[src/rtl/uart_pkg.sv]
`default_nettype none
// ============================================================================
//  Module      : uart_pkg
//  Description : Shared definitions for the 8N1 UART transmit path: data
//                width, transmitter FSM state encoding and the baud divisor
//                helper used at elaboration time.
//  Revision    : 1.0 - initial release
// ============================================================================
package uart_pkg;

  localparam int UART_DATA_BITS = 8;

  typedef enum logic [1:0] {
    IDLE  = 2'd0,
    START = 2'd1,
    DATA  = 2'd2,
    STOP  = 2'd3
  } uart_tx_state_t;

  // Whole system clocks per bit period (truncating division).
  function automatic int clks_per_bit(input int clk_hz, input int baud);
    return clk_hz / baud;
  endfunction

endpackage
`default_nettype wire

[src/rtl/uart_tx_fifo.sv]
`default_nettype none
// ============================================================================
//  Module      : uart_tx_fifo
//  Description : Small synchronous FIFO buffering bytes ahead of the UART
//                serialiser. Read data is presented combinationally from the
//                head entry; a pop simply advances the read pointer.
//  Ports       : clk, reset    - clock, asynchronous active-high reset
//                push/push_data - write strobe and data (ignored when full)
//                pop/pop_data   - read strobe (ignored when empty), head data
//                count          - entries held, 0..DEPTH
//                full/empty     - status flags derived from count
//  Revision    : 1.0 - initial release
// ============================================================================
module uart_tx_fifo #(
  parameter int DEPTH = 4,
  parameter int WIDTH = 8
) (
  input  logic                     clk,
  input  logic                     reset,
  input  logic                     push,
  input  logic [WIDTH-1:0]         push_data,
  input  logic                     pop,
  output logic [WIDTH-1:0]         pop_data,
  output logic [$clog2(DEPTH):0]   count,
  output logic                     full,
  output logic                     empty
);

  localparam int AW = $clog2(DEPTH);

  if ((DEPTH < 2) || ((DEPTH & (DEPTH - 1)) != 0)) begin : g_bad_depth
    $error("uart_tx_fifo: DEPTH must be a power of two and at least 2");
  end

  logic [WIDTH-1:0] mem_q [DEPTH];
  logic [WIDTH-1:0] mem_d [DEPTH];
  logic [AW-1:0]    wr_ptr_q, wr_ptr_d;
  logic [AW-1:0]    rd_ptr_q, rd_ptr_d;
  logic [AW:0]      count_q,  count_d;
  logic             push_ok,  pop_ok;

  assign full     = (count_q == (AW+1)'(DEPTH));
  assign empty    = (count_q == '0);
  assign count    = count_q;
  assign pop_data = mem_q[rd_ptr_q];
  assign push_ok  = push && !full;
  assign pop_ok   = pop && !empty;

  // Pointers are exactly AW bits wide, so the +1 wraps modulo DEPTH for free.
  always_comb begin
    mem_d    = mem_q;
    wr_ptr_d = wr_ptr_q;
    rd_ptr_d = rd_ptr_q;
    count_d  = count_q;
    if (push_ok) begin
      mem_d[wr_ptr_q] = push_data;
      wr_ptr_d        = wr_ptr_q + AW'(1);
    end
    if (pop_ok) begin
      rd_ptr_d = rd_ptr_q + AW'(1);
    end
    case ({push_ok, pop_ok})
      2'b10:   count_d = count_q + (AW+1)'(1);
      2'b01:   count_d = count_q - (AW+1)'(1);
      default: count_d = count_q;
    endcase
  end

  always_ff @(posedge clk or posedge reset) begin
    if (reset) begin
      for (int i = 0; i < DEPTH; i++) begin
        mem_q[i] <= '0;
      end
      wr_ptr_q <= '0;
      rd_ptr_q <= '0;
      count_q  <= '0;
    end else begin
      mem_q    <= mem_d;
      wr_ptr_q <= wr_ptr_d;
      rd_ptr_q <= rd_ptr_d;
      count_q  <= count_d;
    end
  end

endmodule
`default_nettype wire

[src/rtl/uart_tx.sv]
`default_nettype none
// ============================================================================
//  Module      : uart_tx
//  Description : 8N1 UART transmitter. Bytes arrive over a valid/ready
//                handshake into a small FIFO and are serialised LSB-first at
//                CLK_HZ/BAUD clocks per bit. Frames are sent back-to-back
//                when the FIFO has data at the end of a stop bit.
//  Ports       : clk, reset  - clock, asynchronous active-high reset
//                in_data     - byte to send, captured when in_valid && in_ready
//                in_valid    - in_data is valid this cycle
//                in_ready    - FIFO has room
//                tx          - registered serial line, idle high
//                busy        - frame in progress or bytes still buffered
//                fifo_count  - bytes currently buffered
//  Revision    : 1.0 - initial release
// ============================================================================
module uart_tx
  import uart_pkg::*;
#(
  parameter int CLK_HZ     = 100_000_000,
  parameter int BAUD       = 115_200,
  parameter int FIFO_DEPTH = 4
) (
  input  logic                          clk,
  input  logic                          reset,
  input  logic [UART_DATA_BITS-1:0]     in_data,
  input  logic                          in_valid,
  output logic                          in_ready,
  output logic                          tx,
  output logic                          busy,
  output logic [$clog2(FIFO_DEPTH):0]   fifo_count
);

  localparam int CLKS_PER_BIT = clks_per_bit(CLK_HZ, BAUD);
  localparam int BCW          = (CLKS_PER_BIT > 1) ? $clog2(CLKS_PER_BIT) : 1;
  localparam logic [BCW-1:0] BAUD_LAST = BCW'(CLKS_PER_BIT - 1);
  localparam logic [2:0]     BIT_LAST  = 3'(UART_DATA_BITS - 1);

  if (CLKS_PER_BIT < 2) begin : g_bad_baud
    $error("uart_tx: CLK_HZ/BAUD must be at least 2");
  end

  uart_tx_state_t              state_q,    state_d;
  logic [BCW-1:0]              baud_cnt_q, baud_cnt_d;
  logic [2:0]                  bit_idx_q,  bit_idx_d;
  logic [UART_DATA_BITS-1:0]   shift_q,    shift_d;
  logic                        tx_q,       tx_d;

  logic                        baud_last;
  logic                        pop;
  logic                        push;
  logic                        fifo_full;
  logic                        fifo_empty;
  logic [UART_DATA_BITS-1:0]   fifo_data;

  assign in_ready = !fifo_full;
  assign push     = in_valid && in_ready;

  uart_tx_fifo #(
    .DEPTH (FIFO_DEPTH),
    .WIDTH (UART_DATA_BITS)
  ) u_fifo (
    .clk       (clk),
    .reset     (reset),
    .push      (push),
    .push_data (in_data),
    .pop       (pop),
    .pop_data  (fifo_data),
    .count     (fifo_count),
    .full      (fifo_full),
    .empty     (fifo_empty)
  );

  assign baud_last = (baud_cnt_q == BAUD_LAST);
  // Popping on the final stop-bit cycle lets the next START follow with no gap.
  assign pop = !fifo_empty &&
               ((state_q == IDLE) || ((state_q == STOP) && baud_last));

  assign busy = (state_q != IDLE) || (fifo_count != '0);
  assign tx   = tx_q;

  always_comb begin
    state_d    = state_q;
    baud_cnt_d = baud_cnt_q;
    bit_idx_d  = bit_idx_q;
    shift_d    = shift_q;

    case (state_q)
      IDLE: begin
        baud_cnt_d = '0;
        if (pop) begin
          state_d = START;
          shift_d = fifo_data;
        end
      end
      START: begin
        if (baud_last) begin
          state_d    = DATA;
          baud_cnt_d = '0;
          bit_idx_d  = '0;
        end else begin
          baud_cnt_d = baud_cnt_q + BCW'(1);
        end
      end
      DATA: begin
        if (baud_last) begin
          baud_cnt_d = '0;
          shift_d    = {1'b0, shift_q[UART_DATA_BITS-1:1]};
          if (bit_idx_q == BIT_LAST) begin
            state_d = STOP;
          end else begin
            bit_idx_d = bit_idx_q + 3'd1;
          end
        end else begin
          baud_cnt_d = baud_cnt_q + BCW'(1);
        end
      end
      STOP: begin
        if (baud_last) begin
          baud_cnt_d = '0;
          if (pop) begin
            state_d = START;
            shift_d = fifo_data;
          end else begin
            state_d = IDLE;
          end
        end else begin
          baud_cnt_d = baud_cnt_q + BCW'(1);
        end
      end
      default: begin
        state_d    = IDLE;
        baud_cnt_d = '0;
      end
    endcase
  end

  // The line level is registered from the current state, so tx trails the
  // state register by one cycle and stays glitch-free on the pin.
  always_comb begin
    case (state_q)
      START:   tx_d = 1'b0;
      DATA:    tx_d = shift_q[0];
      default: tx_d = 1'b1;
    endcase
  end

  always_ff @(posedge clk or posedge reset) begin
    if (reset) begin
      state_q    <= IDLE;
      baud_cnt_q <= '0;
      bit_idx_q  <= '0;
      shift_q    <= '0;
      tx_q       <= 1'b1;
    end else begin
      state_q    <= state_d;
      baud_cnt_q <= baud_cnt_d;
      bit_idx_q  <= bit_idx_d;
      shift_q    <= shift_d;
      tx_q       <= tx_d;
    end
  end

endmodule
`default_nettype wire

[config.mk]
export PLATFORM = sky130hd
export DESIGN_NAME = uart_tx
export DESIGN_NICKNAME = d
export VERILOG_FILES = /design/src/rtl/uart_pkg.sv /design/src/rtl/uart_tx_fifo.sv /design/src/rtl/uart_tx.sv
export SDC_FILE = /design/constraint.sdc
export NUM_CORES = 1
export LEC_CHECK = 0
export BUFFER_PORTS_ARGS = -buffer_cell sky130_fd_sc_hd__buf_4
export CAP_MARGIN = 0
export CORE_MARGIN = 3
export CORE_UTILIZATION = 55
export DETAILED_ROUTE_END_ITERATION = 12
export PLACE_DENSITY_LB_ADDON = 0.25
export SYNTH_ARGS = -nofsm -noshare
export SYNTH_HDL_FRONTEND = slang
export SYNTH_HIERARCHICAL = 1
export SYNTH_SLANG_ARGS = --single-unit
export TNS_END_PERCENT = 10
[constraint.sdc]
create_clock -name clk -period 3.67 [get_ports clk]
set_clock_uncertainty 0.15 [all_clocks]
set_input_delay 0.367 -clock clk [delete_from_list [all_inputs] [get_ports clk]]
set_output_delay 0.367 -clock clk [all_outputs]
set_load 0.05 [all_outputs]
# Yosys cells after proc, flatten, opt, wreduce, memory -nomap -nowiden
# Index checks and enable logic that the tools add are counted.
op_classes:
  addsub: 6
  eq_ne: 14
  n_reduce_logical: 21
  mux: 25
  n_lt_le_gt_ge: 3
  bitwise: 2
op_table:
  columns: ["operator", "count"]
  rows:
  - ["two-way mux 8 bit", 6]
  - ["bitwise mux 32 bit", 1]
  - ["case mux 8 bit (3 select lines)", 1]
  - ["case mux 10 bit (2 select lines)", 1]
  - ["binary-select mux 8 bit (select 2 bit)", 1]
  - ["demux 8 bit (select 2 bit)", 1]
  - ["case mux 3 bit (2 select lines)", 2]
  - ["adder 10 x 1 -> 10 bit, second input constant", 1]
  - ["equality test 10 bit, second input constant", 1]
  - ["two-way mux 10 bit", 1]
  - ["two-way mux 2 bit", 5]
  - ["inequality test 2 bit, second input constant", 5]
  - ["two-way mux 3 bit", 3]
  - ["case mux 2 bit (4 select lines)", 1]
  - ["adder 3 x 1 -> 3 bit, second input constant", 2]
  - ["equality test 2 bit, second input constant", 3]
  - ["equality test 3 bit, second input constant", 2]
  - ["greater-or-equal comparator 3 bit, second input constant", 2]
  - ["logical AND 1 bit", 6]
  - ["NOT 2 -> 3 bit", 2]
  - ["nonzero test 2 bit", 3]
  - ["nonzero test 3 bit", 2]
  - ["AND reduction 5 bit", 1]
  - ["adder 2 x 1 -> 2 bit, second input constant", 2]
  - ["other kinds (13)", 16]
word_totals:
  reg_bits: 63

# Logic depth before layout (Yosys ltp)
# Gate-level depths: netlist of run 1.
depth:
  ltp_word: 7
  depth_mapped: 13

# Modules after synthesis
# The synthesis of run 1 kept the hierarchy.
by_module_without_submodules:
  columns: ["module", "area_per_inst_um2", "cells_each", "seq_area_each_um2", "n_inst"]
  rows:
  - ["uart_tx_fifo", 1788.0, 115, 975.9, 1]
  - ["uart_tx", 1402.6, 132, 601.8, 1]

# Worst setup path after synthesis of run 1
# No wires, ideal clock.
synth_path:
  path_kind: "register -> register"
  start: "register baud_cnt_q[0]"
  end: "register u_fifo.count_q[2] (netlist: u_fifo/count[2])"
  stages_incl_launch_ff: 14
  arrival_time_ns: 2.500
  path_slack_ns: 0.938
  setup_ns: 0.082
  required_time_ns: 3.438
  synth_period_minus_slack_ns: 2.732
  path_cell_list: "dfrtp_1 -> ha_1 -> and4b_2 -> and3b_2 -> clkbuf_1 -> a21oi_1 -> nor2_1 -> o31a_2 -> ha_1 -> inv_1 -> fa_1 -> xor2_1 -> nor2_1 -> xor2_1"
synth_between:
  elab_chain_cells: 7
  word_cells_on_any_way: 9
  cone_classes: "3 x eq/ne; 1 x mux; 5 x reduce/logical"
synth_rtl:
  columns: ["element", "line_no", "rtl"]
  rows:
  - ["start: declaration", "uart_tx.sv:44", "logic [BCW-1:0] baud_cnt_q, baud_cnt_d;"]
  - ["start signal: assignment", "uart_tx.sv:157", "baud_cnt_q <= baud_cnt_d;"]
  - ["equality test 10 bit *", "uart_tx.sv:74", "assign baud_last = (baud_cnt_q == BAUD_LAST);"]
  - ["logical AND 1 bit *", "uart_tx.sv:77", "((state_q == IDLE) || ((state_q == STOP) && baud_last));"]
  - ["logical OR 1 bit *", "uart_tx.sv:77", null]
  - ["logical AND 1 bit *", "uart_tx.sv:76", "assign pop = !fifo_empty &&"]
  - ["via pop", "uart_tx.sv:50", "logic pop;"]
  - ["logical AND 1 bit *", "uart_tx_fifo.sv:47", "assign pop_ok = pop && !empty;"]
  - ["via u_fifo.pop_ok", "uart_tx_fifo.sv:40", "logic push_ok, pop_ok;"]
  - ["equality test 2 x 1 -> 1 bit / equality test 2 bit (equally long branches)", "uart_tx_fifo.sv:62", "case ({push_ok, pop_ok})"]
  - ["case mux 3 bit (2 select lines) / nonzero test 2 bit (equally long branches)", null, null]
  - ["end signal: assignment", "uart_tx_fifo.sv:81", "count_q <= count_d;"]
  - ["end: declaration", "uart_tx_fifo.sv:39", "logic [AW:0] count_q, count_d;"]
# The timed path passes the listed nets; every way through them passes the cells marked *.
# A chain may end at the register's enable or synchronous reset.

# Worst setup path in the final report of run 1
# Ends and elaborated chain as after synthesis.

==> results of run 1 <==
## cells in the final DEF (no fill, tap or decap), drive strengths merged, types with 2 or more instances in the layout
cell | synthesis | final
a21oi | 2 | 2
a31oi | 2 | 2
buf | 5 | 17
bufinv | 0 | 2
clkbuf | 1 | 13
dfrtp | 62 | 62
ha | 13 | 13
inv | 14 | 14
mux2 | 49 | 49
mux4 | 8 | 8
nand2 | 10 | 10
nand2b | 2 | 2
nand3 | 10 | 10
nand4 | 2 | 2
nand4b | 2 | 2
nor2 | 21 | 21
nor2b | 2 | 2
nor3 | 3 | 3
nor3b | 3 | 3
nor4 | 2 | 2
o21ai | 3 | 3
or4 | 2 | 2
xnor2 | 9 | 9
xor2 | 5 | 5
## area by class of cell
cell class	count	area (µm²)
multi-input cells	164	1530
repair buffers	17	128
clock buffers	13	159
clock inverters	3	65.1
well taps	72	90.1
fillers	420	1970
inverters	14	52.6
flip-flops and latches	63	1580
## logic make-up (layout without fill, tap and decap cells)
logic type	count (synthesis)	in the layout	synth area share, %
adder cells (fa/ha/maj)	14	14	5.73
buffers and inverters	20	47	2.47
AO/OA/AOI/OAI	15	15	3.80
XOR/XNOR	14	14	3.84
flip-flops	63	63	49.5
multiplexers	58	58	23.3
AND/OR/NAND/NOR	63	63	11.5
## routing by layer
metal / global-route usage (%) / up-vias / wire (µm)
met5: 0 / - / 0
met4: 8.97 / 0 / 96
met3: 2.93 / 8 / 165
met2: 30.1 / 33 / 2600
met1: 23.4 / 952 / 2500
li1: - / 919 / -
## power by group through the flow
stage / combinational [µW] / clock (µW) / sequential [µW]
detailed placement: 1390 / 0 / 1250
CTS: 1390 / 692 / 1240
floorplan: 1110 / 0 / 1230
finish: 1380 / 674 / 1240
global route: 1520 / 719 / 1280
global placement: 1350 / 0 / 1240
## flip-flops by register name, indices dropped and copies added (netlist names)
name / flops
u_fifo/mem_q: 32
baud_cnt_q: 10
shift_q: 8
bit_idx_q: 3
u_fifo/count: 3
state_q: 2
u_fifo/rd_ptr_q: 2
u_fifo/wr_ptr_q: 2
tx: 1
## stage by stage
stage,cell area [µm²],hold WS [ps],utilization [%],power [µW],worst slack (ps)
finish,3610,1.71,64.7,3300,900
global route,3610,36.2,64.7,3520,685
CTS,3610,7.65,64.7,3330,909
detailed placement,3380,337,60.7,2640,905
global placement,3380,316,60.7,2590,980
floorplan,3190,231,-,2340,938
## worst reg2reg max path: cells and delay by family (launching register included)
family / cells / cell delay, ps
AND/OR/NAND/NOR: 4 / 740
XOR/XNOR: 2 / 300
AO/OA/AOI/OAI: 2 / 270
adder cells (fa/ha/maj): 3 / 790
buffers and inverters: 1 / 60
flip-flops: 1 / 390
## final timing paths
path                             startpoint               end  slack [ps]  cells after the start
setup / recovery              baud_cnt_q[0]   u_fifo/count[2]         900                     12
hold / removal                        reset   u_fifo/count[1]           2                      3
setup reg to reg              baud_cnt_q[0]   u_fifo/count[2]         900                     12
hold reg to reg            u_fifo/mem_q[14]  u_fifo/mem_q[14]         350                      1
max in group asynchronous             reset        shift_q[2]        2720                      2
min in group clk                 in_data[1]   u_fifo/mem_q[1]         140                      2
==> flow_summary_export.csv, run 1 <==
group,metric,value,unit
outcome,status,"finished clean",
cells_and_area,area_growth,13.0,%
clock_network,cts_buffers,9,
global_routing,grt_pass1_wl,9140,µm
synth,syn_area,0.00319,mm²
power_and_ir_drop,comb_power_share,41.9,%
clock_network,cts_resized,0,
timing,fin_crit,2770,ps
clock_network,hold_buffers,0,
timing,rsz0062_at_grt,"false",
synth,yosys_warnings,6,
synth,ys_seq_area_share,49.5,%
die,io-pin-count,17,
timing,worstMarginPinSlew,908,ps
clock_network,clk_path_buf_depth,2,
clock_network,cts_sinks,63,
synth,async_flop_share,100,%
power_and_ir_drop,p_clk_share,20.4,%
synth,ys_types,44,
clock_network,cts_max_level,3,
synth,synth_nets,272,
power_and_ir_drop,p_per_area,914,mW/mm²
clock_network,cts_tree,"built",
worst_setup_path,crit_buf_inv,1,
worst_setup_path,cp_cell_sequence,"ha_1 > and4b_2 > and3b_2 > a21oi_1 > nor2_1 > o31a_2 > ha_1 > inv_1 > fa_1 > xor2_1 > nor2_1 > xor2_1",
cells_and_area,diodes,0,
die,die_h,82.2,µm
power_and_ir_drop,p_int,2160,µW
synth,synth_cells,247,
synth,synth.most_common_cell,"dfrtp_1",
timing,slew_viol_final,0,
worst_setup_path,crit_path_max_fanout,7,
clock_network,cts-root-buf,"clkbuf_8",
drt,vias,1912,
global_routing,antenna_found_initial,0,
cells_and_area,nNetsFinal,294,
global_routing,grt_max_degree,40,
timing,setup_viol,0,
synth,syn_avg_cell_area,12.9,µm²
cells_and_area,fin_cells,346,
timing,max_freq,361,MHz
synth,ys_top_cells_by_area,"dfrtp_1, mux2_2, mux4_2",
cells_and_area,drive_gt1_share,38.0,%
die,dieArea,0.00675,mm²
power_and_ir_drop,p_seq_share,37.7,%
worst_setup_path,critPathTopFamily,"adder cells",
power_and_ir_drop,p_leak,0.00160,µW
drt,route.detailed.drc,0,
clock_network,postCtsSetupBuffers,0,
timing,finalCritPeriodShare,75.5,%
synth,yosys.area.top_type,"dfrtp_1",
flow_run,maxCapViolations,0,
die,start_util,57.2,%
die,coreArea,0.00557,mm²
synth,synth_top_area_share,48.6,%
timing,hold_viol,0,
clock_network,clk_pin_slew,70,ps
worst_setup_path,required,3790,ps
worst_setup_path,crit_type,"reg2reg",
worst_setup_path,cp-end-kind,"flip-flop",
drt,ant_nets,0,
synth,synth_seq_cells,63,
power_and_ir_drop,power.share.switching,34.4,%
drt,routedWlPerCell,15.5,µm
placed_design,portBuffers,16,
drt,postRouteWirelength,5360,µm
synth,synth_edf_count,0,
global_routing,grt_use_total,18.2,%
drt,vias_per_cell,5.53,
worst_setup_path,arrival,2890,ps
timing,relSlewSlack,39.4,%
worst_setup_path,slowest_stage,"dfrtp_1",
min_path,hp-class,"in2async",
power_and_ir_drop,p_sw,1130,µW
placed_design,globalplace.congestion,0.809,
clock_network,clk_latency,340,ps
global_routing,grt_pass1_vias,1988,
synth,netlist_top_cells_count,"dfrtp_1, mux2_2, nor2_1",
global_routing,grt.overflow.total,0,
drt,dr.pass1.iters,4,
die,die_w,82.2,µm
worst_setup_path,cp-start-kind,"flip-flop",
placed_design,placed_cells,330,
placed_design,hpwl,3760,µm
power_and_ir_drop,ir_drop,0.479,mV
synth,ys.flop_type,"dfrtp_1",
drt,drtIter0Drc,79,
worst_setup_path,slowest_delay,390,ps
die,num_rows,27,
timing,timing.setup.tns,0,ps
No activity file was read; power rests on OpenSTA's default activity.
==> run 2: changes to the inputs <==
--- a/config.mk
+++ b/config.mk
@@ -5,6 +5,7 @@
 export SDC_FILE = /design/constraint.sdc
 export NUM_CORES = 1
 export LEC_CHECK = 0
+export ABC_AREA = 1
 export BUFFER_PORTS_ARGS = -buffer_cell sky130_fd_sc_hd__buf_4
 export CAP_MARGIN = 0
 export CORE_MARGIN = 3
==> constraint.sdc (replaced) <==
create_clock -name clk -period 2.9 [get_ports clk]
set_clock_uncertainty 0.15 [all_clocks]
set_input_delay 0.29 -clock clk [delete_from_list [all_inputs] [get_ports clk]]
set_output_delay 0.29 -clock clk [all_outputs]
set_load 0.05 [all_outputs]
==> flow_summary_export.csv, run 2 <==
group,metric,value,unit
cells_and_area,finish.utilization,62.8,%
clock_network,clk_pin_slew,70,ps
global_routing,antenna_found_initial,0,
power_and_ir_drop,p_per_area,1120,mW/mm²
clock_network,cts_tree,"built",
worst_setup_path,cp_common_cell,"inv_1",
clock_network,cts_buffers,9,
synth,ys_top_cells_by_area,"dfrtp_1, nand2_1, nand4_1",
min_path,hp-start,"in_data[1]",
flow_run,maxCapViolations,0,
worst_setup_path,startpoint,"state_q[0]",
clock_network,postCtsSetupBuffers,0,
cells_and_area,diodes,0,
placed_design,hpwl,4910,µm
synth,netlist_top_cells_count,"nand2_1, dfrtp_1, nor2_1",
die,io-pin-count,17,
timing,layout_setup_ws,284,ps
timing,hold_viol,0,
drt,route.detailed.drc,0,
cells_and_area,regMostFlops,"u_fifo/mem_q",
timing,relSlewSlack,39.6,%
worst_setup_path,r2r_setup_slack,280,ps
global_routing,grt.overflow.total,0,
drt,dr.pass1.iters,5,
die,start_util,57.1,%
min_path,whs_path_depth,3,
worst_setup_path,r2r-start,"state_q[0]",
timing,finalCritPeriodShare,90.2,%
min_path,hp-class,"in2reg",
die,dieArea,0.00720,mm²
timing,rsz0062_at_grt,"false",
worst_setup_path,arrival,2700,ps
timing,setup_viol,0,
worst_setup_path,cp-end-kind,"flip-flop",
global_routing,grt_pass1_wl,12900,µm
worst_setup_path,slowest_stage,"dfrtp_1",
clock_network,cts_max_level,3,
cells_and_area,nNetsFinal,465,
timing,max_freq,382,MHz
synth,synth_cells,425,
synth,syn_avg_cell_area,8.05,µm²
drt,ant_nets,0,
clock_network,cts_sinks,63,
drt,routedWlPerCell,14.0,µm
synth,ys_types,31,
power_and_ir_drop,p_leak,0.00197,µW
worst_setup_path,cp_cell_sequence,"inv_1 > ha_1 > inv_1 > nand2_4 > nand2_4 > inv_1 > nand2_1 > inv_1 > ha_1 > inv_1 > fa_1 > nand2_1 > nand3_1 > nand2_1 > nand2_1",
clock_network,clk_latency,340,ps
drt,vias,2811,
cells_and_area,reg.largest.list,"u_fifo/mem_q (32), baud_cnt_q (10), shift_q (8)",
clock_network,cts-root-buf,"clkbuf_8",
worst_setup_path,timing.rr.end,"u_fifo/count[2]",
timing,timing.setup.tns,0,ps
timing,worstMarginPinSlew,906,ps
global_routing,grt_max_degree,40,
die,num_rows,28,
outcome,status,"finished clean",
global_routing,grt_use_total,22.2,%
worst_setup_path,crit_path_max_fanout,9,
synth,synth.most_common_cell,"nand2_1",
synth,ys_seq_area_share,46.1,%
global_routing,grt_pass1_vias,2830,
drt,postRouteWirelength,7270,µm
worst_setup_path,required,2990,ps
placed_design,globalplace.congestion,0.765,
worst_setup_path,crit_type,"reg2reg",
timing,slew_viol_final,0,
die,die_w,84.9,µm
drt,vias_per_cell,5.41,
synth,async_flop_share,100,%
cells_and_area,area_growth,9.87,%
die,coreArea,0.00599,mm²
worst_setup_path,r2r_cells,15,
worst_setup_path,cp-start-kind,"flip-flop",
clock_network,clk_path_buf_depth,2,
die,die_h,84.9,µm
synth,yosys_warnings,6,
synth,yosys.area.top_type,"dfrtp_1",
worst_setup_path,slowest_delay,450,ps
synth,synth_top_area_share,45.3,%
synth,synth_edf_count,0,
power_and_ir_drop,ir_drop,0.840,mV
synth,ys.flop_type,"dfrtp_1",
cells_and_area,final_cell_mix,"nand2_1, dfrtp_1, nor2_1",
timing,fin_crit,2620,ps
synth,syn_area,0.00342,mm²
cells_and_area,largest_reg_flops,32,
synth,synth_seq_cells,63,
cells_and_area,drive_gt1_share,12.4,%
cells_and_area,final_common_cell,"nand2_1",
synth,synth_nets,450,
placed_design,pre_cts_ws,319,ps
drt,drtIter0Drc,174,
min_path,min_to,"u_fifo/mem_q[9]",
placed_design,portBuffers,16,
-- run 2: changes by cell type after synthesis, moves of 4 or more --
cell and change:
mux2_2 -49, nand4_1 +34, buf_6 +4, nand2_1 +125, nand3_1 +10, xnor2_1 -8, mux4_2 -8, inv_2 +4
nor2_1 +27, o21ai_0 +30, buf_2 +6, inv_1 +16
-- run 2: how the worst max path moves through the flow --
stage                     slack (ps)              end
after floorplan                  240  u_fifo/count[1]
after global placement           450  u_fifo/count[2]
after detailed placement         320  u_fifo/count[2]
after CTS                        300  u_fifo/count[2]
after global routing              70  u_fifo/count[2]
final                            280  u_fifo/count[2]
-- run 2: power by group --
part	switching, µW	leakage [µW]	internal [µW]
combinational	1350	0.00106	640
sequential	224	0.000803	1230
clock	348	0.0000981	415
total	1920	0.00197	2290
-- run 2: layout make-up --
class	instances	area, µm²
Tap cell	75	93.8
Timing Repair Buffer	21	160
Clock inverter	6	60.1
Multi-Input combinational cell	311	1600
Sequential cell	63	1580
Clock buffer	10	138
Inverter	34	128
Fill cell	513	2230
-- run 2: logic make-up (layout without fill, tap and decap cells) --
| family | Yosys count | count (layout) | synth area share, % |
|---|---|---|---|
| AO/OA/AOI/OAI | 40 | 40 | 6.36 |
| adder cells (fa/ha/maj) | 14 | 14 | 5.34 |
| buffers and inverters | 51 | 71 | 7.13 |
| AND/OR/NAND/NOR | 252 | 252 | 33.8 |
| flip-flops | 63 | 63 | 46.1 |
| XOR/XNOR | 5 | 5 | 1.28 |
-- run 2: layer usage --
| metal | GRT usage, % | wire [µm] | vias up |
|---|---|---|---|
| met5 | 0 | 0 | - |
| met4 | 10.2 | 113 | 0 |
| met3 | 3.20 | 220 | 10 |
| met2 | 37.0 | 3640 | 47 |
| met1 | 28.6 | 3290 | 1345 |
| li1 | - | - | 1409 |
-- run 2: repair_timing --
action,4_1_cts,5_1_grt
hold buffers,1,0
hold endpoints to repair,39,0
gates resized for setup,0,0
-- run 2: metrics by stage --
stage                     hold slack (ps)  total power (µW)  instance area, µm²  instances
final                                75.2              4210                3760        520
after global routing                 83.5              4580                3760        520
after CTS                            64.7              4220                3760        520
after detailed placement              304              3450                3550        503
after global placement                294              3360                3550        503
after floorplan                       154              3020                3420        425
-- run 2: critical path: cells and delay by family, from the launching register on --
kind | cells | cell delay (ps)
and+or+nand+nor | 7 | 630
buffers and inverters | 5 | 490
DFF | 1 | 450
adders and majority gates | 3 | 810
==> run 3: changes to the inputs <==
--- a/config.mk
+++ b/config.mk
@@ -10,6 +10,7 @@
 export CAP_MARGIN = 0
 export CORE_MARGIN = 3
 export CORE_UTILIZATION = 55
+export CTS_BUF_LIST = sky130_fd_sc_hd__clkbuf_4
 export DETAILED_ROUTE_END_ITERATION = 12
 export PLACE_DENSITY_LB_ADDON = 0.25
 export SYNTH_ARGS = -nofsm -noshare
==> flow_summary_export.csv, run 3 (synthesis gave the netlist of run 2 again) <==
group,metric,value,unit
placed_design,portBuffers,16,
worst_setup_path,cp_cell_sequence,"inv_1 > ha_1 > inv_1 > nand2_4 > nand2_4 > inv_1 > nand2_1 > inv_1 > ha_1 > inv_1 > fa_1 > nand2_1 > nand3_1 > nand2_1 > nand2_1",
placed_design,hpwl,4910,µm
clock_network,clk_latency,420,ps
clock_network,clk_pin_slew,110,ps
worst_setup_path,critPathTopFamily,"adder cells",
timing,rsz0062_at_grt,"false",
min_path,hp-class,"in2reg",
worst_setup_path,cp-end-kind,"flip-flop",
die,die_w,84.9,µm
timing,hold_viol,0,
drt,route.detailed.drc,0,
outcome,status,"finished clean",
worst_setup_path,cp_common_cell,"inv_1",
global_routing,grt_max_degree,40,
clock_network,cts_resized,0,
cells_and_area,finish.utilization,63.0,%
die,coreArea,0.00599,mm²
timing,finalCritPeriodShare,90.1,%
worst_setup_path,slowest_stage,"dfrtp_1",
cells_and_area,diodes,0,
clock_network,postCtsSetupBuffers,0,
power_and_ir_drop,p_per_area,1070,mW/mm²
worst_setup_path,crit_buf_inv,5,
worst_setup_path,arrival,2780,ps
cells_and_area,final_cell_mix,"nand2_1, dfrtp_1, nor2_1",
drt,vias,2817,
timing,slew_viol_final,0,
die,start_util,57.1,%
timing,setup_viol,0,
timing,worstMarginPinSlew,911,ps
power_and_ir_drop,ir_drop,0.946,mV
clock_network,cts_max_level,3,
timing,timing.setup.tns,0,ps
die,die_h,84.9,µm
clock_network,clk_path_buf_depth,2,
die,dieArea,0.00720,mm²
cells_and_area,reg.largest.list,"u_fifo/mem_q (32), baud_cnt_q (10), shift_q (8)",
drt,postRouteWirelength,7240,µm
cells_and_area,drive_gt1_share,11.9,%
cells_and_area,nNetsFinal,473,
global_routing,grt_pass1_vias,2866,
timing,relSlewSlack,39.2,%
cells_and_area,area_growth,10.3,%
cells_and_area,fin_area,0.00377,mm²
cells_and_area,regMostFlops,"u_fifo/mem_q",
cells_and_area,largest_reg_flops,32,
drt,dr_wl_met2,3550,µm
placed_design,placed_cell_area,0.00355,mm²
clock_network,cts_sinks,63,
drt,highest_layer,"met4",
clock_network,cts_tree,"built",
drt,dr.pass1.iters,4,
global_routing,grt_pass1_wl,13000,µm
cells_and_area,fill_cells,512,
drt,routedWlPerCell,13.7,µm
worst_setup_path,crit_type,"reg2reg",
clock_network,cts_buffers,9,
worst_setup_path,slowest_delay,460,ps
drt,drtIter0Drc,170,
die,io-pin-count,17,
power_and_ir_drop,p_leak,0.00197,µW
worst_setup_path,required,3060,ps
worst_setup_path,cp-start-kind,"flip-flop",
flow_run,maxCapViolations,0,
drt,ant_nets,0,
clock_network,cts-root-buf,"clkbuf_4",
global_routing,antenna_found_initial,0,
timing,max_freq,383,MHz
drt,wl_met3,208,µm
worst_setup_path,crit_path_max_fanout,9,
cells_and_area,final_common_cell,"nand2_1",
drt,routedLengthMet1,3370,µm
die,num_rows,28,
drt,vias_per_cell,5.34,
global_routing,grt.overflow.total,0,
placed_design,globalplace.congestion,0.765,
timing,fin_crit,2610,ps
global_routing,grt_use_total,22.3,%
-- run 3: cell types whose count changed in the layout (fill, tap and decap cells not counted) --
cell,change
clkbuf_8,-10
clkinv_1,+1
clkbuf_4,+9
dlygate4sd3_1,+8
-- run 3: path summary, 6_finish.rpt --
| path | start | to | slack [ps] | cells after the start |
|---|---|---|---|---|
| setup reg to reg | state_q[0] | u_fifo/count[2] | 290 | 15 |
| min in group asynchronous | reset | u_fifo/count[1] | 400 | 4 |
| setup / recovery | state_q[0] | u_fifo/count[2] | 290 | 15 |
| hold reg to reg | baud_cnt_q[0] | baud_cnt_q[0] | 320 | 1 |
| hold / removal | in_valid | u_fifo/wr_ptr_q[1] | 200 | 6 |
| max in group asynchronous | reset | shift_q[4] | 1550 | 3 |
-- run 3: per-layer routing --
metal	global-route usage (%)	vias up
met5	0	-
met2	37.4	44
met3	4.08	10
li1	-	1429
met1	28.8	1334
met4	8.49	0
-- run 3: worst min-delay path: stages --
cell     delay, ps
buf_4          110
inv_1           50
nor2_2          40
nand2_1        130
nand2_1         70
nand2_1         50
-- run 3: where the power goes --
part | switching, µW | total, µW | leakage, µW | internal [µW]
combinational | 1340 | 1990 | 0.00110 | 647
clock | 332 | 587 | 0.0000691 | 255
sequential | 223 | 1450 | 0.000803 | 1230
total | 1900 | 4030 | 0.00197 | 2130
-- run 3: repair_timing --
| action | 4_1_cts | 5_1_grt |
|---|---|---|
| hold buffers | 9 | 0 |
| endpoints found under the hold margin | 84 | 0 |
| endpoints found under the setup margin | 0 | 0 |
-- run 3: per-stage QoR --
stage          hold WS, ps  power [µW]  std cells  setup WS (ps)
3_5_place_dp           304        3450        503            319
6_report               204        4030        528            287
4_1_cts                193        4050        528            295
5_1_grt                205        4410        528           65.9
3_3_place_gp           294        3360        503            448
2_1_floorplan          154        3020        425            244
-- run 3: cell type report --
type | instances | area (µm²) | share of cell area [%]
tap | 75 | 93.8 | 2.49
clock buffer | 9 | 67.6 | 1.79
inverter | 34 | 128 | 3.38
timing repair buffer | 29 | 240 | 6.37
multi-input combinational | 311 | 1600 | 42.5
clock inverter | 7 | 63.8 | 1.69
sequential | 63 | 1580 | 41.8
